**config.mk**
```make
export PLATFORM = sky130hd
export DESIGN_NAME = lsu_bus_ctrl
export DESIGN_NICKNAME = d
export VERILOG_FILES = /design/src/rtl/lsu_bus_ctrl.sv
export SDC_FILE = /design/constraint.sdc
export NUM_CORES = 1
export LEC_CHECK = 0
export ABC_AREA = 1
export CAP_MARGIN = 20
export CORE_UTILIZATION = 30
export CTS_BUF_LIST = sky130_fd_sc_hd__clkbuf_16
export DETAILED_ROUTE_END_ITERATION = 10
export DONT_BUFFER_PORTS = 1
export SYNTH_ARGS = -nofsm -noshare
export SYNTH_HDL_FRONTEND = slang
export SYNTH_SLANG_ARGS = --single-unit
```
**constraint.sdc**
```tcl
create_clock -name clk -period 1.69 [get_ports clk]
set_input_delay 0.338 -clock clk [delete_from_list [all_inputs] [get_ports clk]]
set_output_delay 0.338 -clock clk [all_outputs]
set_load 0.01 [all_outputs]
```
**src/rtl/lsu_bus_ctrl.sv**
```systemverilog
// Load/store bus controller: one req/ack bus transaction per MEM-stage access, with load extension.
// Optional bus timeout abort is enabled by defining LSU_TIMEOUT_EN.
module lsu_bus_ctrl #(
  parameter int ADDR_W         = 32,
  parameter int TIMEOUT_CYCLES = 16
) (
  input  logic              clk,
  input  logic              rst,
  input  logic              req_valid,
  input  logic              req_we,
  input  logic [2:0]        req_funct3,
  input  logic [ADDR_W-1:0] req_addr,
  input  logic [31:0]       req_wdata,
  output logic              stall_o,
  output logic [31:0]       load_data_o,
  output logic              done_o,
  output logic              access_err_o,
  output logic              bus_req,
  output logic              bus_we,
  output logic [ADDR_W-1:0] bus_addr,
  output logic [3:0]        bus_be,
  output logic [31:0]       bus_wdata,
  input  logic              bus_ack,
  input  logic [31:0]       bus_rdata
);

  localparam logic [1:0] StIdle = 2'b00;
  localparam logic [1:0] StBus  = 2'b01;
  localparam logic [1:0] StDone = 2'b10;

  logic [1:0]        state;
  logic [ADDR_W-1:0] addrR;
  logic [3:0]        beR;
  logic [31:0]       wdataR;
  logic              weR;
  logic [2:0]        funct3R;
  logic [31:0]       loadDataR;
  logic              errR;
  logic              reqOk;
  logic              timeoutHit;

  function automatic logic accessOk(input logic we, input logic [2:0] f3, input logic [1:0] off);
    logic ok;
    case (f3)
      3'b000:  ok = 1'b1;
      3'b001:  ok = ~off[0];
      3'b010:  ok = (off == 2'b00);
      3'b100:  ok = ~we;
      3'b101:  ok = ~we & ~off[0];
      default: ok = 1'b0;
    endcase
    return ok;
  endfunction

  function automatic logic [3:0] byteEnable(input logic [2:0] f3, input logic [1:0] off);
    logic [3:0] be;
    case (f3[1:0])
      2'b00:   be = 4'b0001 << off;
      2'b01:   be = 4'b0011 << off;
      2'b10:   be = 4'b1111;
      default: be = 4'b0000;
    endcase
    return be;
  endfunction

  function automatic logic [31:0] laneData(input logic [2:0] f3, input logic [31:0] wd);
    logic [31:0] d;
    case (f3[1:0])
      2'b00:   d = {4{wd[7:0]}};
      2'b01:   d = {2{wd[15:0]}};
      default: d = wd;
    endcase
    return d;
  endfunction

  function automatic logic [31:0] extendLoad(input logic [2:0] f3, input logic [1:0] off,
                                             input logic [31:0] w);
    logic [7:0]  b;
    logic [15:0] h;
    logic [31:0] r;
    b = w[{off, 3'b000} +: 8];
    h = off[1] ? w[31:16] : w[15:0];
    case (f3)
      3'b000:  r = {{24{b[7]}}, b};
      3'b001:  r = {{16{h[15]}}, h};
      3'b010:  r = w;
      3'b100:  r = {24'h000000, b};
      3'b101:  r = {16'h0000, h};
      default: r = 32'h0000_0000;
    endcase
    return r;
  endfunction

  assign reqOk = accessOk(req_we, req_funct3, req_addr[1:0]);

`ifdef LSU_TIMEOUT_EN
  localparam int CntW = $clog2(TIMEOUT_CYCLES + 1);
  logic [CntW-1:0] toCnt;

  // Wait-cycle counter: held at zero outside BUS, counts BUS cycles without ack.
  always_ff @(posedge clk) begin
    if (rst) begin
      toCnt <= {CntW{1'b0}};
    end else if (state != StBus) begin
      toCnt <= {CntW{1'b0}};
    end else if (!bus_ack) begin
      toCnt <= toCnt + {{(CntW-1){1'b0}}, 1'b1};
    end else begin
      toCnt <= toCnt;
    end
  end

  assign timeoutHit = (state == StBus) && !bus_ack && (toCnt == CntW'(TIMEOUT_CYCLES - 1));
`else
  assign timeoutHit = 1'b0;
`endif

  // Transaction FSM and request/response capture.
  always_ff @(posedge clk) begin
    if (rst) begin
      state     <= StIdle;
      addrR     <= {ADDR_W{1'b0}};
      beR       <= 4'b0000;
      wdataR    <= 32'h0000_0000;
      weR       <= 1'b0;
      funct3R   <= 3'b000;
      loadDataR <= 32'h0000_0000;
      errR      <= 1'b0;
    end else begin
      case (state)
        StIdle: begin
          if (req_valid && reqOk) begin
            addrR     <= req_addr;
            beR       <= byteEnable(req_funct3, req_addr[1:0]);
            wdataR    <= laneData(req_funct3, req_wdata);
            weR       <= req_we;
            funct3R   <= req_funct3;
            loadDataR <= 32'h0000_0000;
            errR      <= 1'b0;
            state     <= StBus;
          end
        end
        StBus: begin
          // Ack wins over a timeout landing in the same cycle.
          if (bus_ack) begin
            loadDataR <= weR ? 32'h0000_0000 : extendLoad(funct3R, addrR[1:0], bus_rdata);
            errR      <= 1'b0;
            state     <= StDone;
          end else if (timeoutHit) begin
            loadDataR <= 32'h0000_0000;
            errR      <= 1'b1;
            state     <= StDone;
          end
        end
        StDone:  state <= StIdle;
        default: state <= StIdle;
      endcase
    end
  end

  // Output decode; illegal requests are answered combinationally from IDLE.
  always_comb begin
    stall_o      = 1'b0;
    load_data_o  = 32'h0000_0000;
    done_o       = 1'b0;
    access_err_o = 1'b0;
    bus_req      = 1'b0;
    bus_we       = 1'b0;
    bus_addr     = {ADDR_W{1'b0}};
    bus_be       = 4'b0000;
    bus_wdata    = 32'h0000_0000;
    case (state)
      StIdle: begin
        if (!rst && req_valid) begin
          if (reqOk) begin
            stall_o = 1'b1;
          end else begin
            done_o       = 1'b1;
            access_err_o = 1'b1;
          end
        end else begin
          stall_o = 1'b0;
        end
      end
      StBus: begin
        stall_o   = 1'b1;
        bus_req   = 1'b1;
        bus_we    = weR;
        bus_addr  = {addrR[ADDR_W-1:2], 2'b00};
        bus_be    = beR;
        bus_wdata = wdataR;
      end
      StDone: begin
        done_o       = 1'b1;
        access_err_o = errR;
        load_data_o  = loadDataR;
      end
      default: begin
        stall_o = 1'b0;
      end
    endcase
  end

endmodule

```
**Yosys cells after proc, flatten, opt, wreduce, memory -nomap -nowiden**

Index checks and enable logic that the tools add are counted.

- Register bits: 107
- Word-level logic and storage cells: 68

- Multiplexer cells: 28
- Bitwise operators: 3
- Shift operators: 3
- Reduce and logical (&&, ||, !) cells: 12
- Equality and inequality tests: 14

Operator list:

| cell | number |
|---|---|
| two-way mux 32 bit | 6 |
| one-hot mux 32 bit (5 select lines) | 1 |
| one-hot mux 32 bit (2 select lines) | 2 |
| variable part select 32 x 6 -> 8 bit | 1 |
| two-way mux 16 bit | 1 |
| == test 3 bit, second input constant | 4 |
| one-hot mux 4 bit (3 select lines) | 1 |
| two-way mux 1 bit | 8 |
| one-hot mux 1 bit (2 select lines) | 4 |
| == test 3 x 1 -> 1 bit, second input constant | 2 |
| == test 3 x 2 -> 1 bit, second input constant | 2 |
| logical NOT 2 bit | 3 |
| logical NOT 3 bit | 2 |
| one-hot mux 1 bit (5 select lines) | 1 |
| == test 2 x 1 -> 1 bit, second input constant | 2 |
| == test 2 bit, second input constant | 2 |
| two-way mux 2 bit | 2 |
| two-way mux 4 bit | 1 |
| inequality test 2 bit, second input constant | 2 |
| one-hot mux 2 bit (2 select lines) | 1 |
| AND reduction 2 bit | 2 |
| << shifter 1 x 2 -> 4 bit, first input constant | 1 |
| << shifter 2 x 2 -> 4 bit, first input constant | 1 |
| AND reduction 3 bit | 1 |
| 5 further kinds | 7 |

**Longest topological paths before layout**

- Word-level depth: 6
- Depth in mapped cells: 10
- Gate-level depth less buffers: 9

**Worst setup path after synthesis**

No wires, ideal clock.

- Path type: input port to output port
- Start point: input req_funct3[1]
- End point: output done_o
- Buffers on the path: 2
- Data required time: 1,352 ps
- Cell stages on the path: 7
- Path slack: 107 ps
- Arrival time: 1,245 ps
- Path through: inv_2 -> nor2_2 -> nand3_1 -> nand2_2 -> buf_4 -> buf_2 -> o21ai_0

- Word-level cells in the longest chain between the ends: 5

Ends and longest elaborated chain:

| element | RTL line | source |
|---|---|---|
| start: declaration | 11 | `input logic [2:0] req_funct3,` |
| == test 3 bit (tied with other cells) | 44 | `case (f3)` |
| one-hot mux 1 bit (5 select lines) * | 44 |  |
| two-way mux 1 bit * | 175 | `if (reqOk) begin` |
| two-way mux 1 bit * | 174 | `if (!rst && req_valid) begin` |
| one-hot mux 1 bit (2 select lines) * | 172 | `case (state)` |
| end: declaration | 16 | `output logic done_o,` |

Mark *: on every way between the ends. The rest lies on a longest branch, timed or not.

**Final worst setup path**

- Start point: register state[1]
- End point: output load_data_o[7]

- Word-level cells in the longest chain between the ends: 2

Ends and longest elaborated chain:

| element | RTL line | source |
|---|---|---|
| start: declaration | 31 | `logic [1:0] state;` |
| start signal: assignment | 121 | `state <= StIdle;` |
| start signal: assignment | 140 | `state <= StBus;` |
| start signal: assignment | 148 | `state <= StDone;` |
| == test 2 bit | 172 |  |
| two-way mux 32 bit | 172 |  |
| end: declaration | 15 | `output logic [31:0] load_data_o,` |

Every way passes these cells.

==> results.tsv <==
stage	metric	value	unit
timing	max_slew_margin	0.6506	
routing	detailedRoute.firstIterationViolations	342	
timing	fin_tns_setup	-0.3774	ns
routing	vias	6267	
layout	syn2layout_area_growth	22.76	%
clocking	clk_pin_slew_worst_paths	0.07	ns
critical_path	cp_cell_sequence	inv_2, or2_4, buf_12, nor2_1, buf_4	
critical_path	cp.required	1.35	ns
yosys	synth_area_leaders	dfxtp_1 35%, nand2_1 17%, nor2_1 12%, nand3_1 9.9%, inv_1 9.7%	
timing	slew_viol_final	0	
timing	rsz0062_at_grt	true	
critical_path	worstPathMaxFanout	24	
routing	first_pass_iters	6	
pwr	ir_drop	0.0005106	V
placed_design	gp_congestion	0.8575	
job	max_cap_viol_count	0	
critical_path	critPathTopFamily	flip-flops	
layout	drive_above_1_share	0.1588	
clocking	numClockSinks	106	
timing	finalClockSkew	0.007975	ns
timing	tightest_slew	0.5222	ns
pwr	power_switching	1.571	mW
global_routing	grt_usage	0.1716	
global_routing	grt_max_degree	71	
yosys	synthesis.area	6042	sq um
critical_path	worstPathArrival	1.40	ns
placed_design	hpwl	13110	microns
global_routing	antenna_found_initial	0	
pwr	p_int	3.924	mW
yosys	synth_seq_area_share	0.3512	
global_routing	grt_pass1_wl	27830	microns
floorplan	core	19590	sq um
min_path	holdCritPathClass	in2reg	
clocking	cts_root_buf	clkbuf_16	
timing	period_share	1.030	
yosys	synthCells	1037	
pwr	combPwrFrac	0.164	
yosys	synth-seq-cells	106	
critical_path	end_kind	output pin	
yosys	synth-edff-count	0	
yosys	yosys.area.top_type	dfxtp_1	
clocking	insertion_delay	0.35	ns
timing	finalHoldViolCount	0	
layout	nNetsFinal	1195	
timing	fin_hold_ws	0.05462	ns
routing	postRouteAntennaNets	0	
pwr	p_seq_frac	0.484	
clocking	cts_tree	built	
critical_path	crit_slowest_cell	dfxtp_2	
outcome	outcome	finished with violations	
outcome	violations	negative setup slack	
yosys	async_reset_ff_frac	0	
placed_design	place_inst	1339	
clocking	h-tree-depth	3	
clocking	cts_made_buffers	9	
pwr	power	5.495	mW
global_routing	grt_pass1_vias	5504	
layout	finalNonFillerCells	1361	
floorplan	num_rows	51	
pwr	switching_share	0.2858	
floorplan	die_area	20710	sq um
yosys	ys.flop_type	dfxtp_1	
layout	antennaDiodeCount	0	
pwr	power_frac_clock	0.352	
placed_design	portBuffers	0	
global_routing	gr-total-overflow	0	
routing	wl_per_cell	13.33	microns
critical_path	timing_worst_setup_path_type	reg2out	
critical_path	path_buf_inv	3	
placed_design	place_ws	0.02347	ns
yosys	synth.avg_cell_area	5.826	sq um
clocking	max-clock-path-buffers	2	
timing	fin_crit	1.740	ns
floorplan	die_x	143.9	microns
pwr	power_leakage	3.301	nW
floorplan	ioPinCount	209	
critical_path	critPathLaunchType	register	
yosys	synth_cell_type_count	24	
yosys	yosysTopAreaCellShare	0.3512	
yosys	yosysWarnings	0	
timing	setup_viol	36	
timing	setup_slack	-0.05010	ns
floorplan	die_h	143.9	microns
floorplan	initial_utilization	0.3084	
pwr	cellPowerDensity	740.8	nW/um^2
routing	drt-total-wl	18150	microns
routing	drc_errors	0	
routing	vias_per_cell	4.605	
timing	max_freq	574.7	MHz
critical_path	max_stage_delay	0.36	ns
## metal layers
layer | routed length (microns) | vias to the layer above | GRT usage
met5 | 0 | - | 0
met4 | 265 | 0 | 0.05039
met3 | 1598 | 16 | 0.05531
met2 | 8486 | 188 | 0.2835
met1 | 7796 | 2829 | 0.2110
li1 | - | 3234 | -
## power by group through the flow
stage	sequential (mW)	combinational [mW]	clock, mW
2_1_floorplan	2.70	0.676	0
6_report	2.66	0.904	1.93
5_1_grt	2.67	1.03	2.13
3_5_place_dp	2.72	0.854	0
4_1_cts	2.66	0.885	2.01
3_3_place_gp	2.71	0.852	0
## area by class of cell
type                       count  area, sq um
clock buffer                   9        225.2
clock inverter                 7        38.79
multi-input combinational    705         3100
fill                        2255        12170
timing repair buffer         110        997.2
tap                          265        331.6
sequential                   106         2127
inverter                     159        596.8
## what timing repair did
item | in CTS | in global routing
gates resized for setup | 44 | 17
cloned | 0 | 2
buffers inserted | 3 | 1
endpoints found under the setup margin | 102 | 102
pin swaps | 5 | 4
hold buffers | 0 | 0
## cell usage after synthesis, types with 3 or more instances
cell type / instances
buf_4: 12
dfxtp_1: 106
inv_1: 156
o21ai_0: 20
nand2_1: 280
nand2_2: 4
buf_2: 27
clkbuf_1: 24
a21oi_1: 74
nand3_1: 119
buf_1: 3
nor2_1: 193
a21boi_0: 5
## cell families after synthesis
group / synth area share
simple gates: 0.4077
buf+inv: 0.1555
flops: 0.3512
compound gates: 0.08491
other cells: 0.0006207
## layout by cell type, fill, tap and decap left out
cell type / instances
nand2_1: 278
nor2_1: 160
inv_1: 157
nand3_1: 119
dfxtp_1: 104
buf_4: 95
a21oi_1: 74
nor2_2: 34
o21ai_0: 18
clkbuf_16: 11
buf_12: 10
a21boi_0: 5
nand2_2: 4
inv_2: 3
nor2_4: 3
buf_6: 3
nand2_4: 2
o21ai_1: 2
clkinv_1: 2
conb_1: 2
clkinv_2: 2
clkinv_4: 2
nor3b_4: 1
or2_4: 1
o21ai_4: 1
nand3b_1: 1
dfxtp_4: 1
dfxtp_2: 1
## per-stage QoR
step                      cell area (sq um)  utilization
after floorplan                        6046            -
after global placement                 6895       0.3520
after detailed placement               6895       0.3520
after CTS                              7310       0.3731
after global routing                   7417       0.3786
final                                  7417       0.3786
## final timing paths
| path | end | depth (start not counted) | start | slack [ns] |
|---|---|---|---|---|
| hold / removal | addrR[14] | 1 | rst | 0.05 |
| setup reg to reg | loadDataR[12] | 7 | state[1] | 0.13 |
| setup / recovery | load_data_o[7] | 5 | state[1] | -0.05 |
| hold reg to reg | addrR[21] | 2 | addrR[21] | 0.45 |
## sequential cells by signal, indices dropped and copies added (netlist names)
register   count
addrR         32
wdataR        32
beR            4
weR            1
funct3R        3
loadDataR     32
state          2
No activity file was read; power rests on OpenSTA's default activity.
